**config.mk**
```make
export PLATFORM = sky130hd
export DESIGN_NAME = game_sequencer_flat
export DESIGN_NICKNAME = d
export VERILOG_FILES = /design/src/rtl/game_sequencer_if.sv /design/src/rtl/game_sequencer.sv /design/src/flat_wrapper.sv
export SDC_FILE = /design/constraint.sdc
export NUM_CORES = 1
export LEC_CHECK = 0
export CORE_AREA = 2 2 56 84
export DETAILED_ROUTE_END_ITERATION = 8
export DIE_AREA = 0 0 58 86
export PLACE_DENSITY = 0.68
export SYNTH_ARGS = -nofsm -noshare
export SYNTH_HDL_FRONTEND = slang
export SYNTH_SLANG_ARGS = --single-unit
```
**constraint.sdc**
```tcl
create_clock -name frame_clk -period 4.8 [get_ports frame_clk]
set_clock_uncertainty 0.15 [all_clocks]
set_input_delay 0.72 -clock frame_clk [delete_from_list [all_inputs] [get_ports frame_clk]]
set_output_delay 0.72 -clock frame_clk [all_outputs]
set_load 0.01 [all_outputs]
```
**src/rtl/game_sequencer_if.sv**
```systemverilog
// Bundle of game-control signals between the keyboard/bird datapath side
// and the game sequencer. The master drives the keyboard/collision inputs;
// the slave (the sequencer) drives the game status outputs.
interface game_sequencer_if;
  logic [7:0] keycode;
  logic       collision;
  logic       pass_pulse;
  logic [1:0] state;
  logic       flap;
  logic       world_run;
  logic       world_rst;
  logic [7:0] cur_score;
  logic [7:0] high_score;
  logic       new_high;
  logic       paused;

  modport master (
    output keycode, collision, pass_pulse,
    input  state, flap, world_run, world_rst, cur_score, high_score,
           new_high, paused
  );

  modport slave (
    input  keycode, collision, pass_pulse,
    output state, flap, world_run, world_rst, cur_score, high_score,
           new_high, paused
  );
endinterface

```
**src/rtl/game_sequencer.sv**
```systemverilog
// Game sequencer: IDLE -> RUN -> DYING -> OVER state machine that turns
// keyboard edges, collisions and pipe passes into flap/world control pulses
// and keeps the current and best score.
// Optional feature: define GAME_PAUSE_EN to enable the P-key pause inside RUN.
module game_sequencer #(
  parameter int unsigned DEATH_FRAMES = 30,
  parameter logic [7:0]  KEY_FLAP     = 8'h2C,
  parameter logic [7:0]  KEY_RESTART  = 8'h15,
  parameter logic [7:0]  KEY_PAUSE    = 8'h13
) (
  input logic             frame_clk,
  input logic             Reset,
  game_sequencer_if.slave bus
);

  typedef enum logic [1:0] {
    IDLE  = 2'd0,
    RUN   = 2'd1,
    DYING = 2'd2,
    OVER  = 2'd3
  } state_t;

  localparam logic [5:0] DEATH_LOAD = 6'(DEATH_FRAMES - 1);

  state_t     state_q, state_next;
  logic [7:0] prev_key;
  logic [5:0] death_cnt, death_cnt_next;
  logic [7:0] score_q, score_next;
  logic [7:0] high_q, high_next;
  logic       new_high_q, new_high_next;
  logic       flap_q, flap_next;
  logic       world_rst_q, world_rst_next;
  logic       paused_q, paused_next;

  logic       flap_ev;
  logic       restart_ev;
  logic       pause_toggle;
  logic       frozen;

  // A key event fires only on the frame the keycode first shows that key.
  assign flap_ev    = (bus.keycode == KEY_FLAP)    && (prev_key != KEY_FLAP);
  assign restart_ev = (bus.keycode == KEY_RESTART) && (prev_key != KEY_RESTART);

`ifdef GAME_PAUSE_EN
  assign pause_toggle = (bus.keycode == KEY_PAUSE) && (prev_key != KEY_PAUSE);
  assign frozen       = paused_q;
`else
  // Without the pause feature the P key is decoded but never acted upon.
  logic unused_pause_key;
  assign unused_pause_key = (bus.keycode == KEY_PAUSE);
  assign pause_toggle     = 1'b0;
  assign frozen           = 1'b0;
`endif

  // State register and all frame-level storage, with Reset taking priority.
  always_ff @(posedge frame_clk) begin
    if (Reset) begin
      state_q     <= IDLE;
      prev_key    <= 8'h00;
      death_cnt   <= 6'd0;
      score_q     <= 8'd0;
      high_q      <= 8'd0;
      new_high_q  <= 1'b0;
      flap_q      <= 1'b0;
      world_rst_q <= 1'b1;
      paused_q    <= 1'b0;
    end else begin
      state_q     <= state_next;
      prev_key    <= bus.keycode;
      death_cnt   <= death_cnt_next;
      score_q     <= score_next;
      high_q      <= high_next;
      new_high_q  <= new_high_next;
      flap_q      <= flap_next;
      world_rst_q <= world_rst_next;
      paused_q    <= paused_next;
    end
  end

  // Next-state and next-output decision for each game phase.
  always_comb begin
    state_next     = state_q;
    death_cnt_next = death_cnt;
    score_next     = score_q;
    high_next      = high_q;
    new_high_next  = new_high_q;
    flap_next      = 1'b0;
    world_rst_next = 1'b0;
    paused_next    = paused_q;

    case (state_q)
      IDLE: begin
        if (flap_ev) begin
          state_next    = RUN;
          flap_next     = 1'b1;
          score_next    = 8'd0;
          new_high_next = 1'b0;
        end
      end

      RUN: begin
        if (restart_ev) begin
          state_next     = IDLE;
          world_rst_next = 1'b1;
          score_next     = 8'd0;
          paused_next    = 1'b0;
        end else if (pause_toggle) begin
          paused_next = !paused_q;
        end else if (!frozen) begin
          if (bus.collision) begin
            state_next     = DYING;
            death_cnt_next = DEATH_LOAD;
          end else begin
            flap_next = flap_ev;
            if (bus.pass_pulse && (score_q != 8'hFF)) begin
              score_next = score_q + 8'd1;
            end
          end
        end
      end

      DYING: begin
        if (death_cnt == 6'd0) begin
          state_next = OVER;
          if (score_q > high_q) begin
            high_next     = score_q;
            new_high_next = 1'b1;
          end else begin
            new_high_next = 1'b0;
          end
        end else begin
          death_cnt_next = death_cnt - 6'd1;
        end
      end

      OVER: begin
        if (restart_ev) begin
          state_next     = IDLE;
          world_rst_next = 1'b1;
        end
      end

      default: state_next = IDLE;
    endcase
  end

  assign bus.state      = state_q;
  assign bus.flap       = flap_q;
  assign bus.world_run  = (state_q == RUN) && !paused_q;
  assign bus.world_rst  = world_rst_q;
  assign bus.cur_score  = score_q;
  assign bus.high_score = high_q;
  assign bus.new_high   = new_high_q;
  assign bus.paused     = paused_q;

endmodule

```
**src/flat_wrapper.sv**
```systemverilog
// flat-port wrapper written by rule: the top's interface ports become plain ports
module game_sequencer_flat 
#(
  parameter int unsigned DEATH_FRAMES = 30,
  parameter logic [7:0]  KEY_FLAP     = 8'h2C,
  parameter logic [7:0]  KEY_RESTART  = 8'h15,
  parameter logic [7:0]  KEY_PAUSE    = 8'h13
)
  (frame_clk, Reset, bus_keycode, bus_collision, bus_pass_pulse, bus_state, bus_flap, bus_world_run, bus_world_rst, bus_cur_score, bus_high_score, bus_new_high, bus_paused);
  game_sequencer_if bus_i ();
  input logic frame_clk;
  input logic Reset;
  input wire logic [$bits(bus_i.keycode)-1:0] bus_keycode;
  input wire logic [$bits(bus_i.collision)-1:0] bus_collision;
  input wire logic [$bits(bus_i.pass_pulse)-1:0] bus_pass_pulse;
  output wire logic [$bits(bus_i.state)-1:0] bus_state;
  output wire logic [$bits(bus_i.flap)-1:0] bus_flap;
  output wire logic [$bits(bus_i.world_run)-1:0] bus_world_run;
  output wire logic [$bits(bus_i.world_rst)-1:0] bus_world_rst;
  output wire logic [$bits(bus_i.cur_score)-1:0] bus_cur_score;
  output wire logic [$bits(bus_i.high_score)-1:0] bus_high_score;
  output wire logic [$bits(bus_i.new_high)-1:0] bus_new_high;
  output wire logic [$bits(bus_i.paused)-1:0] bus_paused;
  assign bus_i.keycode = bus_keycode;
  assign bus_i.collision = bus_collision;
  assign bus_i.pass_pulse = bus_pass_pulse;
  assign bus_state = bus_i.state;
  assign bus_flap = bus_i.flap;
  assign bus_world_run = bus_i.world_run;
  assign bus_world_rst = bus_i.world_rst;
  assign bus_cur_score = bus_i.cur_score;
  assign bus_high_score = bus_i.high_score;
  assign bus_new_high = bus_i.new_high;
  assign bus_paused = bus_i.paused;
  game_sequencer #(.DEATH_FRAMES(DEATH_FRAMES), .KEY_FLAP(KEY_FLAP), .KEY_RESTART(KEY_RESTART), .KEY_PAUSE(KEY_PAUSE)) u_core (.frame_clk(frame_clk), .Reset(Reset), .bus(bus_i));
endmodule
```
After elaboration in Yosys (flattened, before gate mapping). Cells that the tools add are included.

Muxes and demuxes: 25. Magnitude comparators: 1. Equality and inequality tests: 17. Shift-type cells: 0. Add/sub/neg operators: 2. Bitwise operators: 0. Reductions and logical operators: 14. $mul: 0. Divide/modulo/power cells: 0.

Operators with widths (count): 8-bit two-way mux (4); 6-bit two-way mux (3); 8-bit case mux with 2 select lines (1); 6-bit case mux with 2 select lines (1); 4-bit AND reduction (3); 2-bit two-way mux (5); 8-bit by 1-bit adder with 8-bit output (second input constant) (1); 8-bit by 5-bit == test with 1-bit output (second input constant) (1); 8-bit by 6-bit == test with 1-bit output (second input constant) (1); 8-bit > comparator (1); 1-bit two-way mux (8); 8-bit by 5-bit != test with 1-bit output (second input constant) (1); 8-bit by 6-bit != test with 1-bit output (second input constant) (1); 8-bit != test (second input constant) (1); 2-bit case mux with 4 select lines (1); 6-bit zero test (1); 2-bit by 1-bit != test with 1-bit output (second input constant) (3); 2-bit != test (second input constant) (3); 3-bit by 2-bit != test with 1-bit output (second input constant) (2); 3-bit AND reduction (2); 2-bit nonzero test (3); 6-bit by 1-bit subtractor with 6-bit output (second input constant) (1); 2-bit == test (second input constant) (2); 1-bit case mux with 2 select lines (2); other kinds (5) (7).

Output and inout bits: 23. Input port bits: 12. Memories kept: 0. ROM bits: 0. Latch bits: 0. Bits in registers: 35. Memory bits (writable): 0.

Logic depth before layout (Yosys ltp). Gate-level depths: netlist of the first run.

Depth after elaboration: 6. Mapped depth: 8. Mapped depth without buffers: 7.

Worst setup path before layout of the first run. OpenSTA, ideal clock, no wires.

Kind: register to register. From: register u_core.score_q[5] (netlist: u_core.bus.cur_score[5]). To: register u_core.high_q[0] (netlist: u_core.bus.high_score[0]). Setup slack: 2485 ps. Cell stages (with the launch flop): 7. Arrival: 2094 ps. Required time: 4580 ps. Path buffers: 0. Cells stage by stage: dfxtp_1 ha_1 a211oi_1 nor2_1 o311ai_0 o21ai_0 a21oi_1.

Cells in the longest elaborated chain, start to end: 2.

Ends and longest elaborated chain: start, declared (RTL line game_sequencer.sv:28) `logic [7:0] score_q, score_next;`; start signal, assigned (RTL line game_sequencer.sv:71) `score_q <= score_next;`; 8-bit > comparator (RTL line game_sequencer.sv:125) `if (score_q > high_q) begin`; 3-bit AND reduction (no line); end signal, assigned (RTL line game_sequencer.sv:72) `high_q <= high_next;`; end, declared (RTL line game_sequencer.sv:29) `logic [7:0] high_q, high_next;`.

Every way passes these cells. A chain may end at the register's enable or synchronous reset.

Final worst setup path of the first run.
From: register u_core.score_q[5] (netlist: u_core.bus.cur_score[5]). To: register u_core.high_q[5] (netlist: u_core.bus.high_score[5]).

Cells in the longest elaborated chain, start to end: 2.

Ends and longest elaborated chain (RTL line): 8-bit > comparator (game_sequencer.sv:125); 3-bit AND reduction (no line).

Several ways; a longest one is shown, not always the timed one.

==> results of run 1 <==
worst max path at each step:
stage / startpoint / end / slack [ns] / cells after the start
finish: u_core.bus.cur_score[5]$_SDFFE_PP0P_ / u_core.bus.high_score[5]$_SDFFE_PP0P_ / 2.12 / 6
global route: u_core.bus.cur_score[5]$_SDFFE_PP0P_ / u_core.bus.high_score[1]$_SDFFE_PP0P_ / 1.68 / 6
CTS: u_core.bus.cur_score[5]$_SDFFE_PP0P_ / u_core.bus.high_score[5]$_SDFFE_PP0P_ / 2.07 / 6
detailed placement: bus_keycode[1] / u_core.bus.cur_score[1]$_SDFFE_PP0P_ / 1.94 / 6
global placement: bus_keycode[1] / u_core.bus.cur_score[1]$_SDFFE_PP0P_ / 2.00 / 6
floorplan: u_core.bus.cur_score[5]$_SDFFE_PP0P_ / u_core.bus.high_score[0]$_SDFFE_PP0P_ / 2.49 / 6
cell type report:
type                       count  area share, %
clock buffer                   8          4.442
inverter                      14          2.332
multi-input combinational    154          44.25
sequential                    35          31.09
tap                           46          2.554
timing repair buffer          35          15.32
metrics by stage:
stage,cells,utilization [%],setup WS [ns],hold slack [ns]
after floorplan,213,-,2.485,0.3166
after global placement,284,51.16,1.995,0.3255
after detailed placement,284,51.16,1.942,0.3346
after CTS,292,53.54,2.072,0.3435
after global routing,292,53.54,1.676,0.3669
final,292,53.54,2.117,0.3424
sequential cells by signal, indices dropped and copies added, names as in the netlist, named ones only:
signal and cells:
u_core.bus.cur_score 8, u_core.bus.high_score 8, u_core.prev_key 8, u_core.death_cnt 6, u_core.bus.flap 1, u_core.bus.new_high 1, u_core.bus.state 1, u_core.bus.world_rst 1
Yosys cell counts (5+ instances only):
| master | count | area [um2] |
|---|---|---|
| dfxtp_1 | 35 | 700.7 |
| a21oi_1 | 15 | 75.07 |
| inv_1 | 14 | 52.55 |
| nand3_1 | 14 | 70.07 |
| o21ai_0 | 14 | 70.07 |
| nor2b_1 | 12 | 75.07 |
| ha_1 | 11 | 137.6 |
| nor2_1 | 11 | 41.29 |
| nand2_1 | 10 | 37.54 |
| nand4_1 | 10 | 62.56 |
| clkbuf_1 | 7 | 26.28 |
| nor3_1 | 6 | 30.03 |
| a31oi_1 | 5 | 31.28 |
worst register-to-register path, delay by kind of cell (launching register included):
family	cells	cell delay (ns)
compound gates	4	1.55
fa+ha+maj	1	0.30
flops	1	0.48
simple gates	1	0.12
power by group:
group          leakage [nW]  internal (mW)  switching, mW  total, mW
Clock                0.0515          0.131          0.102      0.233
Sequential            0.284          0.295        0.00175      0.296
Combinational         0.431         0.0149         0.0112     0.0261
Total                 0.767          0.440          0.115      0.556
layer usage:
| metal | vias to the layer above | GRT usage (%) | routed length [um] |
|---|---|---|---|
| met5 | - | 0 | 0 |
| met4 | 0 | 8.879 | 96 |
| met3 | 9 | 3.922 | 176 |
| met2 | 39 | 31.51 | 2075 |
| met1 | 771 | 20.30 | 1711 |
| li1 | 840 | - | - |
kinds of logic after synthesis:
group	count (synthesis)	synth area share, %
buffers and inverters	24	5.633
other	1	0.2084
muxes	1	0.5564
xor gates and xnor gates	2	0.9738
DFF	35	38.94
and+or+nand+nor	86	27.54
AOI/OAI and AO/OA	53	18.50
adders and majority gates	11	7.649
==> impl_metrics.ini, run 1 <==
[place]
placed_area_um2 = 2153
gp_congestion = 0.8109
dp_hpwl_um = 3086
io_buffers = 33

[timing]
hold_violations = 0
finalSetupViolCount = 0
max_freq_mhz = 372.7
period_share_pct = 55.89
worstMarginPinSlew_ns = 1.067
rsz0062_at_grt = no
finalSetupTns_ns = 0
drv_slew = 0
min_period_ns = 2.683
slew_headroom_pct = 27.97

[routing]
drt_iter0_markers = 31
wl_um = 4060
wl_per_cell_um = 13.90
drt_first_pass_iters = 4
postRouteAntennaNets = 0
vias_per_cell = 5.682
vias = 1659
drc = 0

[clock_network]
cts_buffers = 5
htreeDepth = 2
cts_tree = yes
cts.path.max_buffers = 2
hold_buffers = 0
cts_root_buf = clkbuf_8
clkTransAtPathRegs_ns = 0.07
worstSkewPairLatency_ns = 0.29
clkSinkCount = 35
postCtsSetupBuffers = 0
cts_resized = 0

[power_and_ir_drop]
p_leak_nw = 0.7670
powerDensity_nw_per_um2 = 246.6
vdd_ir_drop_max_uv = 245.3
p_total_mw = 0.5557

[synth]
yosysWarnings = 0
synth_edf_count = 0
ys_seq_elements = 35
syn_avg_cell_area_um2 = 8.447
synth.distinct_cells = 47
async_flop_share_pct = 0
syn_area_um2 = 1799
ys_seq_area_share_pct = 38.94
synth.net_count = 236
synthCells = 213
synthFlopType = dfxtp_1

[final_layout]
final_common_cell = dfxtp_1
multi_input_comb_area_um2 = 997.2
final_area_um2 = 2253
nFillCells = 404
layout_common_cells = dfxtp_1, clkdlybuf4s50_1, a21oi_1
drive_above_1_share_pct = 5.285
diodes = 0
ff_latch_area_um2 = 700.7
nNetsFinal = 268
area.growth.synth_to_final_pct = 25.24

[die]
coreArea_um2 = 4209
die-area_um2 = 4988
row_count = 29
start_util_pct = 42.75
die_w_um = 58
top_level_ports = 35
die_h_um = 86

[critical_path]
worstSetupPathType = flop to flop
reg2reg_depth = 6
crit_slowest_cell = o41ai_1
max_stage_delay_ns = 0.96
r2r_slack_ns = 2.12
crit_family = compound AO/OA/AOI/OAI gates
crit_required_ns = 4.88
path_max_fanout = 9
cp-end-kind = flop
critPathBufInv = 0
arrival_ns = 2.76
timing.rr.start = u_core.bus.cur_score[5]$_SDFFE_PP0P_
cp_cell_sequence = ha_1 > a211oi_1 > nor2_1 > o41ai_1 > o21ai_0 > a21oi_1
start_kind = flop
worst_r2r_endpoint = u_core.bus.high_score[5]$_SDFFE_PP0P_

[global_route]
grt_first_pass_wirelength_um = 7058
groute.usage.overall_pct = 18.08
grt_max_degree = 29
antenna_found_initial = 0
grt_overflow_total = 0
grt_pass1_vias = 1588

[worst_hold_path]
holdCritStartpoint = u_core.bus.high_score[7]$_SDFFE_PP0P_
min_path_cells = 2
hp-class = flop to flop
min_to = u_core.bus.high_score[7]$_SDFFE_PP0P_

[run_status]
status = finished, final reports clean

[job]
maxCapViolations = 0
Power figures use the tool's default switching activity.
==> run 2, diff against run 1 <==
PLACE_DENSITY = 0.71   (was 0.68)
clock period = 2.3 ns   (was 4.8 ns; I/O delays follow)
==> impl_metrics.ini, run 2 (synthesis gave the netlist of run 1 again) <==
[power_and_ir_drop]
switchingPower_mw = 0.2534
p_seq_share_pct = 55.2
internal_power_mw = 0.8661
vdd_ir_drop_max_uv = 414.9
p_comb_share_pct = 5.8
p_clk_share_pct = 39.0
swShare_pct = 22.64
p_leak_nw = 0.8930
powerDensity_nw_per_um2 = 454.4

[die]
die-area_um2 = 4988
coreArea_um2 = 4209
die_h_um = 86
start_util_pct = 42.75
row_count = 29
die_w_um = 58
top_level_ports = 35

[clock_network]
clkTransAtPathRegs_ns = 0.07
cts_root_buf = clkbuf_8
cts_buffers = 5
cts_tree = yes
clkSinkCount = 35
cts.path.max_buffers = 2
worstSkewPairLatency_ns = 0.29
htreeDepth = 2

[critical_path]
path_max_fanout = 6
worstSetupPathType = flop to flop
arrival_ns = 2.31
reg2reg_depth = 5
max_stage_delay_ns = 0.53
crit_family = simple AND/OR/NAND/NOR gates
critPathBufInv = 0
r2r_slack_ns = 0.06
crit_required_ns = 2.37
worst_r2r_endpoint = u_core.bus.cur_score[6]$_SDFFE_PP0P_
cp_cell_sequence = or4bb_1 > o211a_4 > or3_4 > or4_4 > a31oi_1
crit_slowest_cell = or4bb_1
timing.rr.start = u_core.prev_key[5]$_SDFF_PP0_
start_kind = flop
cp-end-kind = flop

[routing]
drc = 0
wl_per_cell_um = 14.29
drt_iter0_markers = 67
postRouteAntennaNets = 0
drt_first_pass_iters = 4
wl_um = 4530
vias_per_cell = 5.650
vias = 1791

[final_layout]
area.growth.synth_to_final_pct = 36.93
final_area_um2 = 2464
drive_above_1_share_pct = 16.24
layout_common_cells = dfxtp_1, clkdlybuf4s50_1, buf_4, a21oi_1
final_util_pct = 58.53
diodes = 0
nNetsFinal = 293

[global_route]
grt_first_pass_wirelength_um = 7369
groute.usage.overall_pct = 19.17
grt_max_degree = 14
antenna_found_initial = 0
grt_overflow_total = 0
grt_pass1_vias = 1675

[timing]
hold-worst-slack_ns = 0.3261
worstMarginPinSlew_ns = 0.5505
finalSetupViolCount = 0
drv_slew = 0
max_freq_mhz = 445.9
rsz0062_at_grt = yes
hold_violations = 0
slew_headroom_pct = 63.02
min_period_ns = 2.243
period_share_pct = 97.51

[worst_hold_path]
hp-class = flop to flop
min_path_cells = 2
holdCritStartpoint = u_core.bus.new_high$_SDFFE_PP0P_
min_to = u_core.bus.new_high$_SDFFE_PP0P_

[job]
maxCapViolations = 0

[run_status]
status = finished, final reports clean

[place]
io_buffers = 33
gp_congestion = 0.8867
dp_hpwl_um = 3467
placed_area_um2 = 2333
==> run 2: power by group through the flow <==
stage / logic (mW) / clock network, mW / registers (mW)
after detailed placement: 0.0626 / 0 / 0.632
after floorplan: 0.0275 / 0 / 0.631
after CTS: 0.0636 / 0.444 / 0.618
after global routing: 0.0709 / 0.467 / 0.619
after global placement: 0.0620 / 0 / 0.632
final: 0.0649 / 0.436 / 0.618
==> run 2: metrics by stage <==
step	TNS, ns	setup WS, ns	power [mW]	std cells
2_1_floorplan	0	0.02056	0.6589	213
3_3_place_gp	-0.1997	-0.08701	0.6937	308
3_5_place_dp	-0.2798	-0.09474	0.6945	308
4_1_cts	-0.0003126	-0.0003126	1.125	316
5_1_grt	-0.009672	-0.007548	1.157	317
6_report	0	0.05728	1.119	317
==> run 2: worst register-to-register path, cell delays in order, from the launching register on <==
cell     delay [ns]
dfxtp_2        0.32
or4bb_1        0.53
o211a_4        0.30
or3_4          0.34
or4_4          0.42
a31oi_1        0.13
==> run 2: layout make-up <==
cell class,count,area (um2)
Fill cell,386,1745
Multi-Input combinational cell,154,1036
Sequential cell,35,703.2
Timing Repair Buffer,60,533.0
Clock buffer,7,76.32
Tap cell,46,57.56
Inverter,14,52.55
Clock inverter,1,5.005
==> run 2: how the worst max path moves through the flow <==
stage / from / cells after the start / slack [ns] / endpoint
floorplan: u_core.prev_key[1]$_SDFF_PP0_ / 6 / 0.02 / u_core.bus.cur_score[6]$_SDFFE_PP0P_
global placement: bus_keycode[1] / 7 / -0.09 / u_core.bus.cur_score[1]$_SDFFE_PP0P_
detailed placement: bus_keycode[2] / 7 / -0.09 / u_core.bus.cur_score[7]$_SDFFE_PP0P_
CTS: u_core.prev_key[1]$_SDFF_PP0_ / 5 / -0.0003 / u_core.bus.cur_score[6]$_SDFFE_PP0P_
global route: u_core.prev_key[5]$_SDFF_PP0_ / 5 / -0.008 / u_core.bus.cur_score[6]$_SDFFE_PP0P_
finish: u_core.prev_key[5]$_SDFF_PP0_ / 5 / 0.06 / u_core.bus.cur_score[6]$_SDFFE_PP0P_
==> run 2: layer usage <==
layer	up-vias	wire length (um)	share of wire, %	GRT usage [%]
met5	-	0	0	0
met4	0	71	1.6	9.091
met3	7	227	5.0	4.374
met2	53	2487	55	35.74
met1	836	1744	38	19.42
li1	895	-	-	-
==> run 2: what timing repair did <==
item                                    in CTS  in global routing
hold buffers                                 0                  0
endpoints found under the setup margin       7                 13
buffers inserted                             0                  1
pin swaps                                    0                  4
resized for setup                            2                  7
==> run 3, diff against run 2 <==
CORE_AREA = 2 2 86 55   (was 2 2 56 84)
DIE_AREA = 0 0 88 57   (was 0 0 58 86)
PLACE_DENSITY = 0.77   (was 0.71)
SKIP_CTS_REPAIR_TIMING = 1   (was not set)
==> impl_metrics.ini, run 3 (synthesis gave the netlist of run 1 again) <==
[final_layout]
nFillCells = 397
layout_common_cells = dfxtp_1, clkdlybuf4s50_1, buf_4, a21oi_1
final_cell_count_no_fill = 331
drive_above_1_share_pct = 16.04
area.growth.synth_to_final_pct = 37.41
diodes = 0
nNetsFinal = 291
final_common_cell = dfxtp_1
final_util_pct = 57.46
final_area_um2 = 2472
multi_input_comb_area_um2 = 1033
ff_latch_area_um2 = 701.9

[place]
io_buffers = 33
placed_area_um2 = 2347
gp_congestion = 0.8664
post-place-cells = 324
place_ws_ns = -0.2108
dp_hpwl_um = 3374

[timing]
setup_ws_ns = 0.05567
max_freq_mhz = 445.6
drv_slew = 0
worstMarginPinSlew_ns = 0.5369
finalSetupViolCount = 0
min_period_ns = 2.244
hold_violations = 0
rsz0062_at_grt = yes
period_share_pct = 97.58
slew_headroom_pct = 64.09

[global_route]
groute.usage.overall_pct = 19.16
antenna_found_initial = 0
grt_max_degree = 16
grt_overflow_total = 0
grt_pass1_vias = 1559
grt_first_pass_wirelength_um = 7348

[power_and_ir_drop]
p_total_mw = 1.137
vdd_ir_drop_max_uv = 301.4
powerDensity_nw_per_um2 = 459.7
p_leak_nw = 0.8867

[worst_hold_path]
hp-class = flop to flop
min_path_cells = 2

[routing]
wl_um = 4396
vias = 1748
wl_per_cell_um = 13.28
postRouteAntennaNets = 0
drt_iter0_markers = 87
drt_first_pass_iters = 4
drc = 0
vias_per_cell = 5.281

[critical_path]
cp-end-kind = flop
path_max_fanout = 6
worstSetupPathType = flop to flop
start_kind = flop
reg2reg_depth = 5
arrival_ns = 2.30
crit_required_ns = 2.36

[die]
die_h_um = 57
top_level_ports = 35
die-area_um2 = 5016
start_util_pct = 41.81
die_w_um = 88
row_count = 19
coreArea_um2 = 4303

[clock_network]
cts.path.max_buffers = 2
cts_root_buf = clkbuf_8
clkSinkCount = 35
clkTransAtPathRegs_ns = 0.07
cts_tree = yes
worstSkewPairLatency_ns = 0.29
cts_buffers = 5
htreeDepth = 2

[job]
maxCapViolations = 0

[run_status]
status = finished, final reports clean
-- run 3: changes by cell type in the layout (fill, tap and decap cells not counted), sizes merged --
cell / before / now
clkbuf: 7 / 6
buf: 27 / 25
-- run 3: power by group --
group          internal (mW)  switching (mW)
Combinational         0.0367          0.0273
Clock                  0.235           0.219
Sequential             0.615         0.00346
Total                  0.886           0.250
-- run 3: area by class of cell --
| class | instances | share of cell area [%] |
|---|---|---|
| clock buffers | 6 | 3.340 |
| clock inverters | 1 | 0.2024 |
| inverters | 14 | 2.126 |
| multi-input cells | 154 | 41.80 |
| flip-flops and latches | 35 | 28.39 |
| well taps | 63 | 3.188 |
| repair buffers | 58 | 20.95 |
-- run 3: metal layers --
layer | vias up | global-route usage [%] | part of all wire [%]
met1 | 817 | 28.61 | 49
li1 | 885 | - | -
met5 | - | 0 | 0
met4 | 0 | 5.934 | 1.0
met3 | 6 | 6.223 | 5.9
met2 | 40 | 26.08 | 44
-- run 3: stage by stage --
step / hold WS, ns / TNS, ns
2_1_floorplan: 0.3166 / 0
3_3_place_gp: 0.3031 / -0.5780
3_5_place_dp: 0.3152 / -1.343
4_1_cts: 0.3245 / -0.1856
5_1_grt: 0.3614 / -0.1351
6_report: 0.3247 / 0
-- run 3: final timing paths --
path / end / startpoint / slack [ns]
max: u_core.bus.cur_score[7]$_SDFFE_PP0P_ / u_core.prev_key[1]$_SDFF_PP0_ / 0.06
min: u_core.bus.new_high$_SDFFE_PP0P_ / u_core.bus.new_high$_SDFFE_PP0P_ / 0.32
max reg2reg: u_core.bus.cur_score[7]$_SDFFE_PP0P_ / u_core.prev_key[1]$_SDFF_PP0_ / 0.06
min reg2reg: u_core.bus.new_high$_SDFFE_PP0P_ / u_core.bus.new_high$_SDFFE_PP0P_ / 0.32
-- run 3: critical path, stage by stage (launching register included) --
cell and delay, ns:
dfxtp_1 0.30, or4b_4 0.55, o211a_4 0.27, or3_4 0.37
o31a_2 0.29, a311oi_1 0.22
